## src/rtl/serial_add_pkg.sv

```systemverilog
// +------------------------------------------------------------------+
// | serial_add_pkg : shared FSM encoding and default width            |
// | Rev 1.0                                                           |
// +------------------------------------------------------------------+
`default_nettype none

package serial_add_pkg;

    localparam int DEFAULT_WIDTH = 4;

    typedef enum logic [1:0] {
        S_IDLE = 2'd0,
        S_RUN  = 2'd1,
        S_DONE = 2'd2
    } state_t;

endpackage

`default_nettype wire

```

## src/rtl/serial_add_fa.sv

```systemverilog
// +------------------------------------------------------------------+
// | fa : 1-bit full adder, the bit-slice of the serial adder          |
// | Rev 1.0                                                           |
// +------------------------------------------------------------------+
`default_nettype none

module fa (
    output logic s,
    output logic co,
    input  logic a,
    input  logic b,
    input  logic ci
);

    assign s  = a ^ b ^ ci;
    assign co = (a & b) | (a & ci) | (b & ci);

endmodule

`default_nettype wire

```

## src/rtl/serial_add_ctrl.sv

```systemverilog
// +------------------------------------------------------------------+
// | serial_add_ctrl : bit-serial adder, one fa sequenced WIDTH cycles |
// | Optional macro SERIAL_ADD_OVF_EN adds the signed-overflow output  |
// | Rev 1.0                                                           |
// +------------------------------------------------------------------+
`default_nettype none

module serial_add_ctrl
    import serial_add_pkg::*;
#(
    parameter int WIDTH = DEFAULT_WIDTH
) (
    input  logic             clk,
    input  logic             reset_n,
    input  logic             start,
    input  logic [WIDTH-1:0] a,
    input  logic [WIDTH-1:0] b,
    input  logic             ci,
    output logic             busy,
    output logic             done,
    output logic [WIDTH-1:0] s,
    output logic             co
`ifdef SERIAL_ADD_OVF_EN
    ,
    output logic             ovf
`endif
);

    localparam int               CNT_W    = $clog2(WIDTH);
    localparam logic [CNT_W-1:0] CNT_LAST = CNT_W'(WIDTH - 1);

    state_t           state_q, state_d;
    logic [WIDTH-1:0] a_sh_q, a_sh_d;
    logic [WIDTH-1:0] b_sh_q, b_sh_d;
    logic [WIDTH-1:0] s_sh_q, s_sh_d;
    logic             carry_q, carry_d;
    logic [CNT_W-1:0] cnt_q, cnt_d;
    logic [WIDTH-1:0] s_q, s_d;
    logic             co_q, co_d;
    logic             fa_s;
    logic             fa_co;
`ifdef SERIAL_ADD_OVF_EN
    logic             ovf_q, ovf_d;
`endif

    fa u_fa (
        .s  (fa_s),
        .co (fa_co),
        .a  (a_sh_q[0]),
        .b  (b_sh_q[0]),
        .ci (carry_q)
    );

    always_comb begin
        state_d = state_q;
        a_sh_d  = a_sh_q;
        b_sh_d  = b_sh_q;
        s_sh_d  = s_sh_q;
        carry_d = carry_q;
        cnt_d   = cnt_q;
        s_d     = s_q;
        co_d    = co_q;
`ifdef SERIAL_ADD_OVF_EN
        ovf_d   = ovf_q;
`endif
        case (state_q)
            S_IDLE, S_DONE: begin
                if (start) begin
                    a_sh_d  = a;
                    b_sh_d  = b;
                    carry_d = ci;
                    cnt_d   = '0;
                    state_d = S_RUN;
                end else begin
                    state_d = S_IDLE;
                end
            end
            S_RUN: begin
                a_sh_d  = {1'b0, a_sh_q[WIDTH-1:1]};
                b_sh_d  = {1'b0, b_sh_q[WIDTH-1:1]};
                s_sh_d  = {fa_s, s_sh_q[WIDTH-1:1]};
                carry_d = fa_co;
                cnt_d   = cnt_q + 1'b1;
                // Last bit: publish the completed sum on the DONE-entry edge
                if (cnt_q == CNT_LAST) begin
                    state_d = S_DONE;
                    s_d     = s_sh_d;
                    co_d    = fa_co;
`ifdef SERIAL_ADD_OVF_EN
                    ovf_d   = carry_q ^ fa_co;
`endif
                end
            end
            default: state_d = S_IDLE;
        endcase
    end

    always_ff @(posedge clk or negedge reset_n) begin
        if (!reset_n) begin
            state_q <= S_IDLE;
            a_sh_q  <= '0;
            b_sh_q  <= '0;
            s_sh_q  <= '0;
            carry_q <= 1'b0;
            cnt_q   <= '0;
            s_q     <= '0;
            co_q    <= 1'b0;
`ifdef SERIAL_ADD_OVF_EN
            ovf_q   <= 1'b0;
`endif
        end else begin
            state_q <= state_d;
            a_sh_q  <= a_sh_d;
            b_sh_q  <= b_sh_d;
            s_sh_q  <= s_sh_d;
            carry_q <= carry_d;
            cnt_q   <= cnt_d;
            s_q     <= s_d;
            co_q    <= co_d;
`ifdef SERIAL_ADD_OVF_EN
            ovf_q   <= ovf_d;
`endif
        end
    end

    assign busy = (state_q == S_RUN);
    assign done = (state_q == S_DONE);
    assign s    = s_q;
    assign co   = co_q;
`ifdef SERIAL_ADD_OVF_EN
    assign ovf  = ovf_q;
`endif

endmodule

`default_nettype wire

```

## config.mk

```make
export PLATFORM = sky130hd
export DESIGN_NAME = serial_add_ctrl
export DESIGN_NICKNAME = d
export VERILOG_FILES = /design/src/rtl/serial_add_pkg.sv /design/src/rtl/serial_add_fa.sv /design/src/rtl/serial_add_ctrl.sv
export SDC_FILE = /design/constraint.sdc
export NUM_CORES = 1
export LEC_CHECK = 0
export ABC_AREA = 1
export BUFFER_PORTS_ARGS = -buffer_cell sky130_fd_sc_hd__buf_4
export CAP_MARGIN = 0
export CORE_MARGIN = 5
export CORE_UTILIZATION = 48
export DETAILED_ROUTE_END_ITERATION = 10
export GPL_ROUTABILITY_DRIVEN = 1
export PLACE_DENSITY_LB_ADDON = 0.05
export SETUP_SLACK_MARGIN = 0.15
export SLEW_MARGIN = 20
export SYNTH_ARGS = -nofsm -noshare
export SYNTH_HDL_FRONTEND = slang
export SYNTH_SLANG_ARGS = --single-unit
```

## constraint.sdc

```tcl
create_clock -name clk -period 1.2 [get_ports clk]
set_input_delay 0.06 -clock clk [delete_from_list [all_inputs] [get_ports clk]]
set_output_delay 0.06 -clock clk [all_outputs]
set_load 0.05 [all_outputs]
```

# Yosys cells after proc, flatten, opt, wreduce, memory -nomap -nowiden
# Cells that the tools add are included.
# word_totals
ff_bits	22
in_bits	12
out_inout_bits	7
# op_classes
n_addsub	1
eq_ne	5
muxes	11
bitwise_logic	7
n_reduce_logical	5
# ops
op	n
case mux 4 bit (2 select lines)	2
2-to-1 mux 4 bit	2
case mux 2 bit (2 select lines)	2
equality test 2 bit (second input constant)	2
2-to-1 mux 2 bit	2
AND reduction 2 bit	2
AND 1 bit	3
adder 2 x 1 -> 2 bit (second input constant)	1
equality test 2 x 1 -> 1 bit (second input constant)	1
logical NOT 2 bit	1
2-to-1 mux 1 bit	2
!= test 2 x 1 -> 1 bit (second input constant)	1
!= test 2 bit (second input constant)	1
OR 1 bit	2
case mux 1 bit (2 select lines)	1
nonzero test 2 bit	1
OR reduction 2 bit	1
bitwise XOR 1 bit	2

# Depth between registers and ports, before layout
# Gate-level depths: netlist (run 1).
# depth
ltp_word	4
mapped_depth	7
ltp_nobuf	6

# Modules after synthesis
# A second synthesis (run 1) with hierarchy kept.
# hier_totals
cells_unflattened	116
hier_area_um2	1033.5
# modules_own_cells
mod	area_per_inst_um2	cells_each	n_inst
serial_add_ctrl	1013.5	115	1
fa	20.0	1	1

# Worst setup path after synthesis (run 1)
# No wires, ideal clock.
# synth_timing
path_kind	flip-flop to flip-flop
startpoint	register state_q[0]
endpoint	register co_q (netlist: co)
n_path_buf	1
path_stages_with_launch	7
arrival_time_ns	1.122
slack_ns	-0.041
required_time_ns	1.080
path_cell_list	dfrtp_1 buf_6 inv_4 nor2_4 nand2_4 nand2_1 o21ai_2
# synth_via
elab_chain_len	2
# synth_rtl
element	line	text
start, declared	serial_add_ctrl.sv:32	state_t state_q, state_d;
start signal, assigned	serial_add_ctrl.sv:112	state_q <= state_d;
equality test 2 x 1 -> 1 bit	-	
named net busy	serial_add_ctrl.sv:19	output logic busy,
AND reduction 2 bit (no source line)	-	
end signal, assigned	serial_add_ctrl.sv:119	co_q <= co_d;
end, declared	serial_add_ctrl.sv:39	logic co_q, co_d;
# The timed path passes the listed nets, and every way through them passes these cells.
# A chain may end at the register's enable or synchronous reset.

# Worst setup path in the final report (run 1)
# layout_timing
startpoint	register state_q[0]
endpoint	output port done
# layout_via
elab_chain_len	1
# layout_rtl
element	line	text
equality test 2 bit	serial_add_ctrl.sv:127	assign done = (state_q == S_DONE);
end, declared	serial_add_ctrl.sv:20	output logic done,
# No other way between the ends.

==> impl_metrics.yaml, run 1 <==
status:
  run_status: "finished with violations"
  violations: "setup timing"
synth:
  synth_ff_type: "dfrtp_1"
  synth_common_cells: "nand2_1 (36), dfrtp_1 (21), inv_1 (18)"
  synth_cell_types: 18
  synth.most_common_cell: "nand2_1"
  syn_area_per_cell_um2: 8.93
  synthArstFlopShare_pct: 100
  synth_area_leaders: "dfrtp_1 (51%), nand2_1 (13%), inv_1 (6.5%), nand3_1 (6.3%), o21ai_2 (5.1%)"
  yosysSeqAreaShare_pct: 50.7
  syn_inst: 116
  synth-seq-cells: 21
  synth_top_area_cell: "dfrtp_1"
  synth-edff-count: 0
  synth_top_area_share_pct: 50.7
  syn_area_um2: 1040
  synth_nets: 130
  ys_warn_count: 0
floorplan:
  dieArea_um2: 3190
  die_h_um: 56.5
  die_w_um: 56.5
  start_util_pct: 51.8
  design.core.area_um2: 2000
  rows: 16
  io_pins: 19
critical_path:
  r2r-start: "b_sh_q[0]$_DFFE_PN0P_"
  slowest_stage: "dfrtp_2"
  worst_path_largest_cell_delay_ps: 460
  worstRegToRegCells: 3
  path_cells: "buf_6 > nor2_4 > buf_6"
  r2r_slack_ps: 10
  endpoint_kind: "output pin"
  crit_path_frequent_cell: "buf_6"
  worstPathMaxFanout: 3
  critPathArrivalTime_ps: 1170
  cp-start-kind: "register"
  required_ps: 1140
  reg2reg_to: "s_sh_q[3]$_DFFE_PN0P_"
  critical_path_class: "reg -> out"
sta:
  rsz0062_at_grt: "yes"
  finalSetupViolCount: 2
  period_share_pct: 102
  slew_headroom_pct: 81.8
  min_period_ps: 1230
  setup_tns_ps: -48.4
  finalHoldViolCount: 0
  tightest_slew_ps: 273
  finalMaxSlewViolations: 0
  max_freq_mhz: 816
  fin_skew_ps: 6.96
  fin_ws_ps: -25.3
routing:
  wirelength_um: 2510
  via_count: 891
  via_per_inst: 4.90
  wl_per_cell_um: 13.8
  first_iter_violations: 12
  ant_nets: 0
  drc: 0
  firstDrtPassIters: 4
placement:
  place_hpwl_um: 1440
  dpl.cell_count: 164
  port_buffers: 18
  dp_slack_ps: 5.51
  place.gp.congestion: 0.719
finish:
  drive_gt1_share_pct: 52.3
  area_growth_pct: 54.1
  nets: 170
  layoutNonFillerInstCount: 182
  n_antenna_cell: 0
  nFillCells: 133
  regArea_um2: 527
  multi_input_area_um2: 561
cts:
  clk_latency_ps: 320
  cts_made_buffers: 3
  cts_tree: "built"
  cts.reportedPaths.clkPinSlew_ps: 130
  clockBufferDepth: 2
  cts.sinks: 21
  htreeDepth: 1
  root_buffer: "clkbuf_4"
power:
  p_leak_uw: 0.000812
  powerDensity_nw_per_um2: 3140
  power.total_uw: 5010
  peakVddDrop_uv: 2050
global_routing:
  grt_pass1_wl_um: 4350
  grt_pass1_vias: 922
  grt_antenna_before_repair: 0
  grtUsageTotal_pct: 17.7
  grt_max_degree: 22
  overflow: 0
min_path:
  min-delay-start: "start"
  worstHoldEndpoint: "state_q[0]$_DFFE_PN0P_"
  hold_path_class: "in -> reg"
  whs_path_depth: 3
run:
  maxCapViolations: 0
## logic make-up after synthesis
family	after synthesis	share of synthesized area (%)
compound gates	11	8.58
fa+ha+maj	2	3.14
buf+inv	25	11.6
flops	21	50.7
simple gates	57	26.0
## worst max-delay path: cells and delay by family, from the launching register on
kind | cells | cell delay (ps)
flip-flops | 1 | 460
AND/OR/NAND/NOR | 1 | 90
buffers and inverters | 2 | 300
## timing repair
action / in CTS / in global routing
hold buffers: 3 / 0
gates resized for setup: 30 / 22
gates cloned: 2 / 0
endpoints found under the setup margin: 20 / 24
pin swaps: 10 / 7
hold endpoints to repair: 23 / 0
setup buffers: 8 / 1
## stage by stage
stage | hold slack (ps) | area (µm²) | utilization (%)
final | 45.4 | 1600 | 79.8
after global routing | 22.6 | 1600 | 79.8
after floorplan | -236 | 1040 | -
after CTS | 38.6 | 1510 | 75.2
after detailed placement | -41.7 | 1220 | 60.9
after global placement | -38.5 | 1220 | 60.9
## worst max path at each step
stage          slack (ps)                   start               end
5_1_grt              -100  state_q[1]$_DFFE_PN0P_              done
4_1_cts               -30  state_q[0]$_DFFE_PN0P_              done
3_5_place_dp            6   a_sh_q[0]$_DFFE_PN0P_  s[3]$_DFFE_PN0P_
3_3_place_gp           30   a_sh_q[0]$_DFFE_PN0P_  s[3]$_DFFE_PN0P_
6_report              -30  state_q[0]$_DFFE_PN0P_              done
2_1_floorplan         -40  state_q[0]$_DFFE_PN0P_    co$_DFFE_PN0P_
## sequential cells by signal, indices dropped and copies added, names as in the netlist
signal / flops
s: 4
b_sh_q: 4
state_q: 2
co: 1
cnt_q: 2
a_sh_q: 4
s_sh_q: 3
carry_q: 1
## layer usage
metal | global-route usage, % | wire (µm) | vias up
li1 | - | - | 437
met1 | 21.1 | 1080 | 434
met2 | 30.7 | 1330 | 16
met3 | 4.36 | 77 | 4
met4 | 6.10 | 26 | 0
met5 | 0 | 0 | -
## layout by cell type (no fill, tap or decap)
cell	count
nand2_1	25
dfrtp_1	20
buf_4	19
inv_1	16
buf_6	12
nand3_2	8
nand2_2	7
o21ai_2	7
nand3_1	6
nand2_8	5
nand2_4	5
inv_2	3
o21ai_1	3
clkbuf_4	3
dlygate4sd3_1	3
nor2_4	2
buf_12	2
inv_4	1
clkinv_4	1
inv_8	1
nor2_1	1
a21oi_4	1
fa_2	1
ha_2	1
clkinvlp_4	1
dfrtp_2	1
## report_power, final
| group | internal (µW) | switching, µW | total, µW |
|---|---|---|---|
| combinational | 1430 | 1920 | 3350 |
| clock | 127 | 236 | 363 |
| sequential | 1050 | 244 | 1300 |
| total | 2610 | 2400 | 5010 |
## final cells by class
class                   count  share of cell area, %
clock buffers               3                   1.41
clock inverters             1                  0.470
inverters                  22                   6.11
multi-input cells          72                   35.1
flip-flops and latches     21                   33.0
well taps                  27                   2.12
repair buffers             36                   21.8
Note: power is estimated with default switching activity, not from simulation.
==> run 2: changes to the inputs <==
--- a/config.mk
+++ b/config.mk
@@ -8,7 +8,7 @@
 export ABC_AREA = 1
 export BUFFER_PORTS_ARGS = -buffer_cell sky130_fd_sc_hd__buf_4
 export CAP_MARGIN = 0
-export CORE_MARGIN = 5
+export CORE_MARGIN = 2
 export CORE_UTILIZATION = 48
 export DETAILED_ROUTE_END_ITERATION = 10
 export GPL_ROUTABILITY_DRIVEN = 1
==> run 2 against run 1 <==
The flow still finishes with violations (setup timing); count of clock-buffer cells in the layout did not move; flip-flop and latch count did not move; cell count rose by 0.55%; register-to-register slack got worse by 20 ps; worst hold slack got worse by 12 ps; maximum frequency fell by 3.2%; worst setup slack got worse by 41 ps; sequential share of layout area fell by 2.1 points; via count rose by 4.8%; largest cell class unchanged.
==> impl_metrics.yaml, run 2 (same netlist as run 1, synthesis figures left out) <==
critical_path:
  worstRegToRegCells: 3
  cp-start-kind: "register"
  worstPathMaxFanout: 2
  r2r-start: "b_sh_q[0]$_DFFE_PN0P_"
  required_ps: 1140
  endpoint_kind: "output pin"
  critical_path_class: "reg -> out"
  critPathArrivalTime_ps: 1210
  reg2reg_to: "s[3]$_DFFE_PN0P_"
  r2r_slack_ps: -10
sta:
  min_period_ps: 1270
  finalMaxSlewViolations: 0
  fin_skew_ps: 12.4
  slew_headroom_pct: 81.3
  rsz0062_at_grt: "yes"
  max_freq_mhz: 790
  tightest_slew_ps: 280
  setup_tns_ps: -108
  period_share_pct: 105
  finalHoldViolCount: 0
  finalSetupViolCount: 3
  fin_ws_ps: -65.8
finish:
  multi_input_area_um2: 634
  drive_gt1_share_pct: 60.3
  nFillCells: 100
  final_cell_mix: "dfrtp_1 (20), buf_4 (20), nand2_1 (17)"
  layoutNonFillerInstCount: 183
  n_antenna_cell: 0
  nets: 171
  regArea_um2: 527
  area_growth_pct: 64.7
routing:
  via_count: 934
  firstDrtPassIters: 4
  drc: 0
  ant_nets: 0
  wl_per_cell_um: 16.7
  via_per_inst: 5.10
  first_iter_violations: 17
  wirelength_um: 3060
placement:
  dpl.cell_count: 163
  port_buffers: 18
  place_hpwl_um: 1340
  place.gp.congestion: 0.733
min_path:
  worstHoldEndpoint: "state_q[0]$_DFFE_PN0P_"
  min-delay-start: "start"
  hold_path_class: "in -> reg"
  whs_path_depth: 3
power:
  powerDensity_nw_per_um2: 3280
  peakVddDrop_uv: 2740
  p_leak_uw: 0.000882
  power.total_uw: 5600
global_routing:
  overflow: 0
  grt.busiest_layer: "met2"
  grtUsageTotal_pct: 23.7
  grt_antenna_before_repair: 0
  grt_max_degree: 22
  use_met3_pct: 5.06
  grt_pass1_wl_um: 4350
  grt_pass1_vias: 928
  met1_usage_pct: 34.1
  gr-usage-met2_pct: 34.4
run:
  maxCapViolations: 0
floorplan:
  rows: 16
  start_util_pct: 51.8
  io_pins: 19
  design.core.area_um2: 2000
  dieArea_um2: 2550
  die_w_um: 50.5
  die_h_um: 50.5
cts:
  cts_tree: "built"
  root_buffer: "clkbuf_4"
  cts.reportedPaths.clkPinSlew_ps: 130
  cts.sinks: 21
  htreeDepth: 1
  cts_made_buffers: 3
  clockBufferDepth: 2
  clk_latency_ps: 320
status:
  run_status: "finished with violations"
  violations: "setup timing"
[run 2: changes by cell type in the layout (fill, tap and decap cells not counted), sizes merged]
cell,change
clkbuf,+1
clkinv,+2
clkinvlp,-1
inv,-1
[run 2: area by class of cell]
| cell class | instances | area share, % |
|---|---|---|
| inverters | 22 | 6.01 |
| clock buffers | 3 | 1.32 |
| repair buffers | 37 | 22.4 |
| well taps | 27 | 1.98 |
| flip-flops and latches | 21 | 30.9 |
| clock inverters | 1 | 0.293 |
| multi-input cells | 72 | 37.2 |
[run 2: worst max path at each step]
stage                             to              startpoint
3_5_place_dp        s[3]$_DFFE_PN0P_   a_sh_q[0]$_DFFE_PN0P_
4_1_cts        s_sh_q[3]$_DFFE_PN0P_     carry_q$_DFFE_PN0P_
2_1_floorplan         co$_DFFE_PN0P_  state_q[0]$_DFFE_PN0P_
5_1_grt                         done  state_q[1]$_DFFE_PN0P_
6_report                        done  state_q[1]$_DFFE_PN0P_
3_3_place_gp        s[3]$_DFFE_PN0P_   a_sh_q[0]$_DFFE_PN0P_
[run 2: worst max-delay path, stage by stage, from the launching register on]
cell and delay (ps):
dfrtp_1 430, inv_2 70, buf_6 120, nor2_4 110, buf_6 160
[run 2: through the flow]
step	utilization, %	worst slack, ps	instance area [µm²]	hold slack (ps)
global placement	61.1	32.8	1220	-41.4
finish	85.3	-65.8	1710	33.2
floorplan	-	-41.5	1040	-236
global route	85.3	-115	1710	32.4
detailed placement	61.1	-1.60	1220	-39.6
CTS	78.3	-17.1	1570	56.7
[run 2: layer usage]
metal,share of wire [%],vias to the layer above
li1,-,437
met1,43,458
met2,49,26
met3,4.5,13
met4,3.8,0
met5,0,-
[run 2: repair_timing]
| action | CTS | global route |
|---|---|---|
| hold buffers | 3 | 0 |
| endpoints found under the setup margin | 18 | 22 |
| pin swaps | 13 | 10 |
| setup buffers | 9 | 1 |
| gates resized for setup | 45 | 26 |
| cloned | 2 | 1 |
| hold endpoints to repair | 23 | 0 |
[run 2: report_power, final]
part	internal [µW]	switching, µW
clock	125	236
combinational	1680	2230
sequential	1050	274
==> run 3: changes to the inputs <==
--- a/config.mk
+++ b/config.mk
@@ -12,7 +12,8 @@
 export CORE_UTILIZATION = 48
 export DETAILED_ROUTE_END_ITERATION = 10
 export GPL_ROUTABILITY_DRIVEN = 1
-export PLACE_DENSITY_LB_ADDON = 0.05
+export HOLD_SLACK_MARGIN = 0.06
+export PLACE_DENSITY = 0.74
 export SETUP_SLACK_MARGIN = 0.15
 export SLEW_MARGIN = 20
 export SYNTH_ARGS = -nofsm -noshare
==> run 3 against run 2 <==
The run still ends with setup timing left; critical endpoint unchanged; cell count is 4.9% higher; wire length increased by 10%; worst setup slack better by 0.95 ps; combinational power is 5% lower; first-iteration DRC count rose by 94%; power down 3.5%.
==> impl_metrics.yaml, run 3 (same netlist as run 1, synthesis figures left out) <==
finish:
  drive_gt1_share_pct: 55.2
  area_growth_pct: 65.5
  multi_input_area_um2: 592
  stdcell_area_um2: 1710
  nFillCells: 94
  regArea_um2: 527
  nets: 180
  final_common_cell: "nand2_1"
  final_cell_mix: "nand2_1 (25), buf_4 (22), dfrtp_1 (20)"
  postLayoutCoreUtil_pct: 85.6
  n_antenna_cell: 0
cts:
  cts.sinks: 21
  cts.reportedPaths.clkPinSlew_ps: 130
  cts_tree: "built"
  clk_latency_ps: 320
  htreeDepth: 1
  cts_made_buffers: 3
  clockBufferDepth: 2
  root_buffer: "clkbuf_4"
sta:
  finalHoldViolCount: 0
  period_share_pct: 105
  rsz0062_at_grt: "yes"
  slew_headroom_pct: 81.9
  fin_skew_ps: 6.07
  tightest_slew_ps: 272
  finalSetupViolCount: 8
  min_period_ps: 1260
  fin_ws_ps: -64.8
  setup_tns_ps: -272
  max_freq_mhz: 791
  finalMaxSlewViolations: 0
critical_path:
  reg2reg_to: "s[0]$_DFFE_PN0P_"
  critPathTopFamily: "flip-flops"
  worst_path_largest_cell_delay_ps: 420
  r2r-start: "state_q[1]$_DFFE_PN0P_"
  worstRegToRegCells: 6
  worstPathMaxFanout: 5
  cp-start-kind: "register"
  r2r_slack_ps: -40
  required_ps: 1140
  critical_path_class: "reg -> out"
  critPathArrivalTime_ps: 1200
  endpoint_kind: "output pin"
  path_cells: "inv_2 > buf_6 > nor2_4 > buf_8"
  crit_buf_inv: 3
  slowest_stage: "dfrtp_1"
routing:
  firstDrtPassIters: 4
  wirelength_um: 3360
  ant_nets: 0
  via_per_inst: 5.09
  wl_per_cell_um: 17.5
  via_count: 978
  first_iter_violations: 33
  drc: 0
min_path:
  hold_path_class: "in -> reg"
  whs_path_depth: 5
  min-delay-start: "b[2]"
  worstHoldEndpoint: "b_sh_q[2]$_DFFE_PN0P_"
floorplan:
  rows: 16
  die_h_um: 50.5
  io_pins: 19
  dieArea_um2: 2550
  die_w_um: 50.5
  start_util_pct: 51.8
  design.core.area_um2: 2000
power:
  power.total_uw: 5400
  peakVddDrop_uv: 2620
  p_leak_uw: 0.000879
  powerDensity_nw_per_um2: 3150
global_routing:
  grt.busiest_layer: "met2"
  grt_antenna_before_repair: 0
  overflow: 0
  grt_pass1_wl_um: 4200
  met1_usage_pct: 30.3
  use_met3_pct: 4.76
  gr-usage-met2_pct: 37.5
  grt_pass1_vias: 879
  grtUsageTotal_pct: 23.1
  grt_max_degree: 22
placement:
  place.gp.congestion: 0.758
  placed_area_um2: 1220
  dp_slack_ps: -22.6
  place_hpwl_um: 1410
  port_buffers: 18
status:
  run_status: "finished with violations"
  violations: "setup timing"
run:
  maxCapViolations: 0
==> run 3: area by class of cell <==
class | count | share of cell area (%)
sequential | 21 | 30.7
multi-input combinational | 72 | 34.5
clock buffer | 3 | 1.31
clock inverter | 1 | 0.438
inverter | 22 | 5.33
timing repair buffer | 46 | 25.7
tap | 27 | 1.97
==> run 3: timing repair <==
action,CTS,global route
gates cloned,2,0
pin swaps,13,8
endpoints found under the setup margin,18,23
hold endpoints to repair,28,0
resized for setup,40,25
hold buffers,8,0
setup buffers,10,4
==> run 3: worst reg2reg max path: stages (launching register included) <==
cell and delay (ps):
dfrtp_1 440, buf_4 160, nor2_4 130, buf_6 180
nand2_8 80, nand2_1 90, nand2_1 70
==> run 3: metal layers <==
layer  part of all wire [%]  routed length, µm
met5                      0                  0
met1                     39               1310
met4                    2.1                 72
met3                    5.1                171
met2                     54               1810
==> run 3: worst max-delay path by stage <==
stage                                start          endpoint  slack [ps]  cells after the start
global route        state_q[1]$_DFFE_PN0P_              done        -110                      4
detailed placement   a_sh_q[0]$_DFFE_PN0P_  s[3]$_DFFE_PN0P_         -20                      3
global placement     a_sh_q[0]$_DFFE_PN0P_  s[3]$_DFFE_PN0P_          30                      3
CTS                  b_sh_q[0]$_DFFE_PN0P_  s[3]$_DFFE_PN0P_         -20                      3
finish              state_q[1]$_DFFE_PN0P_              done         -60                      4
floorplan           state_q[0]$_DFFE_PN0P_    co$_DFFE_PN0P_         -40                      6
==> run 3: power by group <==
| group | internal (µW) | switching, µW | leakage [µW] |
|---|---|---|---|
| sequential | 1050 | 246 | 0.000261 |
| combinational | 1570 | 2160 | 0.000604 |
| clock | 127 | 244 | 0.0000139 |
| total | 2750 | 2650 | 0.000879 |
==> run 3: through the flow <==
step | hold slack (ps) | instances
6_report | 69.7 | 192
3_3_place_gp | -40.4 | 164
2_1_floorplan | -236 | 116
4_1_cts | 61.2 | 188
3_5_place_dp | -41.0 | 164
5_1_grt | 67.8 | 192
